`src/rtl/signal_arbiter_if.sv`:
```
// Requester/downstream bundle for signal_arbiter.
// master is the arbiter's side; slave is the requesters plus the downstream consumer.
interface signal_arbiter_if #(
  parameter int unsigned NUM_REQ = 4,
  parameter int unsigned DATA_W  = 32
);
  localparam int unsigned IDX_W = $clog2(NUM_REQ);

  logic [NUM_REQ-1:0]        req_valid;
  logic [NUM_REQ*DATA_W-1:0] req_data;
  logic [NUM_REQ-1:0]        req_ack;
  logic                      out_valid;
  logic [DATA_W-1:0]         out_data;
  logic                      out_ready;
  logic [IDX_W-1:0]          grant_id;
  logic                      busy;
  logic                      timeout;

  modport master (
    input  req_valid, req_data, out_ready,
    output req_ack, out_valid, out_data, grant_id, busy, timeout
  );

  modport slave (
    output req_valid, req_data, out_ready,
    input  req_ack, out_valid, out_data, grant_id, busy, timeout
  );
endinterface

```
`src/rtl/signal_arbiter.sv`:
```
// Round-robin arbiter: captures one requester's word into an output register and holds it
// until downstream accepts. Define ARB_TIMEOUT_EN to drop words stalled for TIMEOUT cycles.
module signal_arbiter #(
  parameter int unsigned NUM_REQ = 4,
  parameter int unsigned DATA_W  = 32,
  parameter int unsigned TIMEOUT = 16
) (
  input logic              clk,
  input logic              rst,
  signal_arbiter_if.master bus
);
  localparam int unsigned IDX_W = $clog2(NUM_REQ);

  if (NUM_REQ < 2 || NUM_REQ > 16 || TIMEOUT < 1) begin : g_bad_cfg
    $error("signal_arbiter: unsupported NUM_REQ/TIMEOUT");
  end

  typedef enum logic [0:0] {StIdle, StHold} state_e;

  state_e             state_q, state_d;
  logic [IDX_W-1:0]   last_grant_q, last_grant_d;
  logic [IDX_W-1:0]   grant_id_q, grant_id_d;
  logic [DATA_W-1:0]  out_data_q, out_data_d;
  logic [IDX_W-1:0]   winner;
  logic               any_req;
  logic [NUM_REQ-1:0] ack;

`ifdef ARB_TIMEOUT_EN
  localparam int unsigned CNT_W = $clog2(TIMEOUT + 1);
  logic [CNT_W-1:0] wait_cnt_q, wait_cnt_d;
  logic             timeout_q, timeout_d;
`endif

  // Search starts just above the last captured requester and wraps.
  always_comb begin
    int unsigned      idx;
    logic [IDX_W-1:0] cand;
    winner  = '0;
    any_req = 1'b0;
    for (int unsigned k = 1; k <= NUM_REQ; k++) begin
      idx = 32'(last_grant_q) + k;
      if (idx >= NUM_REQ) idx = idx - NUM_REQ;
      cand = IDX_W'(idx);
      if (!any_req && bus.req_valid[cand]) begin
        any_req = 1'b1;
        winner  = cand;
      end
    end
  end

  always_comb begin
    state_d      = state_q;
    last_grant_d = last_grant_q;
    grant_id_d   = grant_id_q;
    out_data_d   = out_data_q;
    ack          = '0;
`ifdef ARB_TIMEOUT_EN
    wait_cnt_d   = wait_cnt_q;
    timeout_d    = 1'b0;
`endif
    unique case (state_q)
      StIdle: begin
        if (any_req) begin
          ack[winner]  = 1'b1;
          out_data_d   = bus.req_data[winner*DATA_W +: DATA_W];
          grant_id_d   = winner;
          last_grant_d = winner;
          state_d      = StHold;
`ifdef ARB_TIMEOUT_EN
          wait_cnt_d   = '0;
`endif
        end
      end
      StHold: begin
        if (bus.out_ready) begin
          state_d = StIdle;
`ifdef ARB_TIMEOUT_EN
        // The stall that brings the count to TIMEOUT drops the word.
        end else if (wait_cnt_q == CNT_W'(TIMEOUT - 1)) begin
          state_d   = StIdle;
          timeout_d = 1'b1;
        end else begin
          wait_cnt_d = wait_cnt_q + 1'b1;
`endif
        end
      end
      default: state_d = StIdle;
    endcase
  end

  always_ff @(posedge clk or posedge rst) begin
    if (rst) begin
      state_q      <= StIdle;
      last_grant_q <= IDX_W'(NUM_REQ - 1);
      grant_id_q   <= '0;
      out_data_q   <= '0;
`ifdef ARB_TIMEOUT_EN
      wait_cnt_q   <= '0;
      timeout_q    <= 1'b0;
`endif
    end else begin
      state_q      <= state_d;
      last_grant_q <= last_grant_d;
      grant_id_q   <= grant_id_d;
      out_data_q   <= out_data_d;
`ifdef ARB_TIMEOUT_EN
      wait_cnt_q   <= wait_cnt_d;
      timeout_q    <= timeout_d;
`endif
    end
  end

  // Ack is combinational, so it must also be masked while reset is held.
  assign bus.req_ack   = rst ? '0 : ack;
  assign bus.out_valid = (state_q == StHold);
  assign bus.busy      = (state_q == StHold);
  assign bus.out_data  = out_data_q;
  assign bus.grant_id  = grant_id_q;
`ifdef ARB_TIMEOUT_EN
  assign bus.timeout   = timeout_q;
`else
  assign bus.timeout   = 1'b0;
`endif
endmodule

```
`src/flat_wrapper.sv`:
```
// flat-port wrapper written by rule: the top's interface ports become plain ports
module signal_arbiter_flat 
#(
  parameter int unsigned NUM_REQ = 4,
  parameter int unsigned DATA_W  = 32,
  parameter int unsigned TIMEOUT = 16
)
  (clk, rst, bus_req_valid, bus_req_data, bus_out_ready, bus_req_ack, bus_out_valid, bus_out_data, bus_grant_id, bus_busy, bus_timeout);
  signal_arbiter_if #(.NUM_REQ(NUM_REQ), .DATA_W(DATA_W)) bus_i ();
  input logic clk;
  input logic rst;
  input wire logic [$bits(bus_i.req_valid)-1:0] bus_req_valid;
  input wire logic [$bits(bus_i.req_data)-1:0] bus_req_data;
  input wire logic [$bits(bus_i.out_ready)-1:0] bus_out_ready;
  output wire logic [$bits(bus_i.req_ack)-1:0] bus_req_ack;
  output wire logic [$bits(bus_i.out_valid)-1:0] bus_out_valid;
  output wire logic [$bits(bus_i.out_data)-1:0] bus_out_data;
  output wire logic [$bits(bus_i.grant_id)-1:0] bus_grant_id;
  output wire logic [$bits(bus_i.busy)-1:0] bus_busy;
  output wire logic [$bits(bus_i.timeout)-1:0] bus_timeout;
  assign bus_i.req_valid = bus_req_valid;
  assign bus_i.req_data = bus_req_data;
  assign bus_i.out_ready = bus_out_ready;
  assign bus_req_ack = bus_i.req_ack;
  assign bus_out_valid = bus_i.out_valid;
  assign bus_out_data = bus_i.out_data;
  assign bus_grant_id = bus_i.grant_id;
  assign bus_busy = bus_i.busy;
  assign bus_timeout = bus_i.timeout;
  signal_arbiter #(.NUM_REQ(NUM_REQ), .DATA_W(DATA_W), .TIMEOUT(TIMEOUT)) u_core (.clk(clk), .rst(rst), .bus(bus_i));
endmodule
```
`config.mk`:
```
export PLATFORM = sky130hd
export DESIGN_NAME = signal_arbiter_flat
export DESIGN_NICKNAME = d
export VERILOG_FILES = /design/src/rtl/signal_arbiter_if.sv /design/src/rtl/signal_arbiter.sv /design/src/flat_wrapper.sv
export SDC_FILE = /design/constraint.sdc
export NUM_CORES = 1
export LEC_CHECK = 0
export BUFFER_PORTS_ARGS = -buffer_cell sky130_fd_sc_hd__buf_4
export CAP_MARGIN = 20
export CORE_MARGIN = 4
export CORE_UTILIZATION = 38
export DETAILED_ROUTE_END_ITERATION = 8
export PLACE_DENSITY = 0.77
export SETUP_SLACK_MARGIN = 0.1
export SLEW_MARGIN = 40
export SYNTH_ARGS = -nofsm -noshare
export SYNTH_HDL_FRONTEND = slang
export SYNTH_SLANG_ARGS = --single-unit
```
`constraint.sdc`:
```
create_clock -name clk -period 1.84 [get_ports clk]
set_input_delay 0.276 -clock clk [delete_from_list [all_inputs] [get_ports clk]]
set_output_delay 0.276 -clock clk [all_outputs]
set_load 0.02 [all_outputs]
```
==> results.yml <==
drt:
  met3_wirelength_um: 729
  drt-initial-drc-count: 81
  first_pass_iters: 4
  wl_um: 10400
  dr.max_layer_used: "met4"
  drc: 0
  routedLengthMet1_um: 3690
  via_per_inst: 5.63
  ant_nets: 0
  wl_per_cell_um: 19.3
  wl_met2_um: 5780
  vias: 3041
yosys:
  avgSynthCellArea_um2: 9.22
  synth-adder-area-share_pct: 0
  yosysMostFrequentCell: "nor2_1"
  synthArstFlopShare_pct: 100
  synth_ff_type: "dfrtp_1"
  synth_xor_area_share_pct: 0
  synth_top_family_by_area: "compound AO/OA/AOI/OAI gates"
  synth_common_cells: "nor2_1, dfrtp_1, mux2i_1, o22ai_1, o21ai_0"
  synth-compound-area-share_pct: 31.3
  syn_area_mm2: 0.00256
  synth_area_leaders: "dfrtp_1, mux2i_1, a221oi_1, o22ai_1, o21ai_0"
  netlist_instances: 278
  syn_nets: 413
  ys_warn_count: 0
  synth-edff-count: 0
  synth-simple-area-share_pct: 10.4
  synthMuxAreaShare_pct: 12.9
  synth-seq-cells: 37
  synth_largest_area_cell: "dfrtp_1"
  seq_area_frac_synth_pct: 36.2
  synth_top_area_share_pct: 34.2
  ys_types: 36
place:
  port_buffers: 174
  dp_hpwl_um: 7080
  routabilityCongestion: 0.798
  placedCellCount: 520
  place_area_mm2: 0.00397
critical_path:
  crit_arrival_ps: 2100
  worstPathMaxFanout: 17
  critPathKind: "reg -> reg"
  start_kind: "flip-flop"
  rrSetupSlack_ps: -100
  critPathRequiredTime_ps: 2010
  setup.worst_path.end_class: "flip-flop"
sta:
  period_needed_ps: 1940
  skew_ps: 2.87
  finalHoldViolations: 0
  finalCritPeriodShare_pct: 105
  slew_viol_final: 0
  fmax_mhz: 516
  final-setup-viol-count: 35
  layout_setup_ws_ps: -96.9
  grt_setup_unrepaired: "true"
clocking:
  cts_tree: "done"
  cts_root_buf: "clkbuf_8"
  cts_buffers: 5
  cts_sinks: 37
  clk_latency_ps: 290
  clk_pin_slew_ps: 70
  htreeDepth: 2
  clock_path_buffers: 2
floorplanning:
  chipWidth_um: 90.1
  die_area_mm2: 0.00812
  initial_core_util_pct: 39.7
  core_mm2: 0.00646
  dieHeight_um: 90.1
  num_rows: 29
  io_pins: 176
final_layout:
  design.final.nets: 598
  final_cells: 540
  layout-drive-gt1-share_pct: 58.7
  final_cell_area_mm2: 0.00467
  antenna_cells: 0
  area_delta_synth_final_pct: 82.2
power_and_ir_drop:
  power_mw: 4.69
  peakVddDrop_mv: 0.475
  p_leak_nw: 2.11
  p_per_area_mw_per_mm2: 1000
global_route:
  grtUsageTotal_pct: 22.8
  gr-total-overflow: 0
  antenna_found_initial: 0
  grt_pass1_wl_um: 15100
  grt_max_degree: 35
  grt_pass1_vias: 3119
run_status:
  violations: "setup timing"
  status: "finished with violations"
min_path:
  hp-class: "in -> async"
flow_run:
  cap_viol_max_count: 0
==> per-layer routing <==
| metal | vias to the layer above | global-route usage, % |
|---|---|---|
| li1 | 1441 | - |
| met1 | 1453 | 24.7 |
| met2 | 131 | 42.8 |
| met3 | 16 | 5.76 |
| met4 | 0 | 7.65 |
| met5 | - | 0 |
==> flip-flops by register name, indices dropped and copies added, names as in the netlist <==
name	count
u_core.bus.grant_id	2
u_core.bus.out_data	32
u_core.last_grant_q	2
u_core.bus.busy	1
==> logic make-up (layout without fill, tap and decap cells) <==
family | count (synthesis) | after routing
and+or+nand+nor | 60 | 60
other | 1 | 1
AOI/OAI and AO/OA | 114 | 114
buffers and inverters | 33 | 218
DFF | 37 | 37
muxes | 33 | 33
==> through the flow <==
step	util [%]	setup WS, ps	TNS (ps)	hold slack, ps
floorplan	-	102	0	240
global placement	61.2	-174	-4290	392
detailed placement	61.4	13.2	0	391
CTS	66.4	-25.7	-56.9	74.1
global route	72.3	-154	-3800	99.5
finish	72.3	-96.9	-1940	86.0
==> power by group <==
group	internal, mW	switching (mW)	total, mW
Combinational	1.39	1.41	2.80
Clock	0.298	0.287	0.585
Sequential	1.08	0.223	1.30
==> cell type report <==
type | count | area [um2]
Clock buffer | 7 | 86.3
Fill cell | 467 | 1790
Inverter | 2 | 11.3
Multi-Input combinational cell | 208 | 1810
Sequential cell | 37 | 928
Tap cell | 77 | 96.3
Timing Repair Buffer | 209 | 1740
==> final timing paths <==
| check | start | endpoint | depth (start not counted) |
|---|---|---|---|
| max | u_core.last_grant_q[1] | u_core.bus.out_data[11] | 7 |
| min in group clk | bus_out_ready | u_core.bus.busy | 2 |
| min | rst | u_core.bus.out_data[30] | 3 |
| min reg2reg | u_core.bus.grant_id[1] | u_core.bus.grant_id[1] | 2 |
| max in group asynchronous | rst | u_core.last_grant_q[1] | 3 |
| max reg2reg | u_core.last_grant_q[1] | u_core.bus.out_data[11] | 7 |
==> repair_timing <==
| item | in CTS | in global routing |
|---|---|---|
| hold buffers | 0 | 0 |
| pin swaps | 4 | 16 |
| cloned | 0 | 3 |
| setup buffers | 8 | 2 |
| endpoints found under the setup margin | 31 | 38 |
| resized for setup | 30 | 46 |
==> critical path, stage by stage, from the launching register on <==
cell and delay (ps):
dfstp_2 620, buf_6 150, o21a_1 140, o22ai_2 100, and2_2 250, buf_12 180, a221oi_1 250, o22ai_1 120
==> cell usage in the layout, fill, tap and decap left out, drive strengths merged <==
master | Yosys | final
buf | 22 | 206
nor2 | 42 | 42
dfrtp | 35 | 35
o21ai | 35 | 35
o22ai | 33 | 33
mux2i | 33 | 33
a221oi | 32 | 32
clkbuf | 9 | 10
a21oi | 7 | 7
nand2 | 6 | 6
nand2b | 4 | 4
o211ai | 2 | 2
dfstp | 2 | 2
o221ai | 2 | 2
nor3 | 2 | 2
and3 | 2 | 2
or3 | 1 | 1
a2bb2oi | 1 | 1
o21a | 1 | 1
and2 | 1 | 1
and2b | 1 | 1
inv | 2 | 1
clkinvlp | 0 | 1
and4 | 1 | 1
o21bai | 1 | 1
conb | 1 | 1
Note: power is estimated with default switching activity, not from simulation.
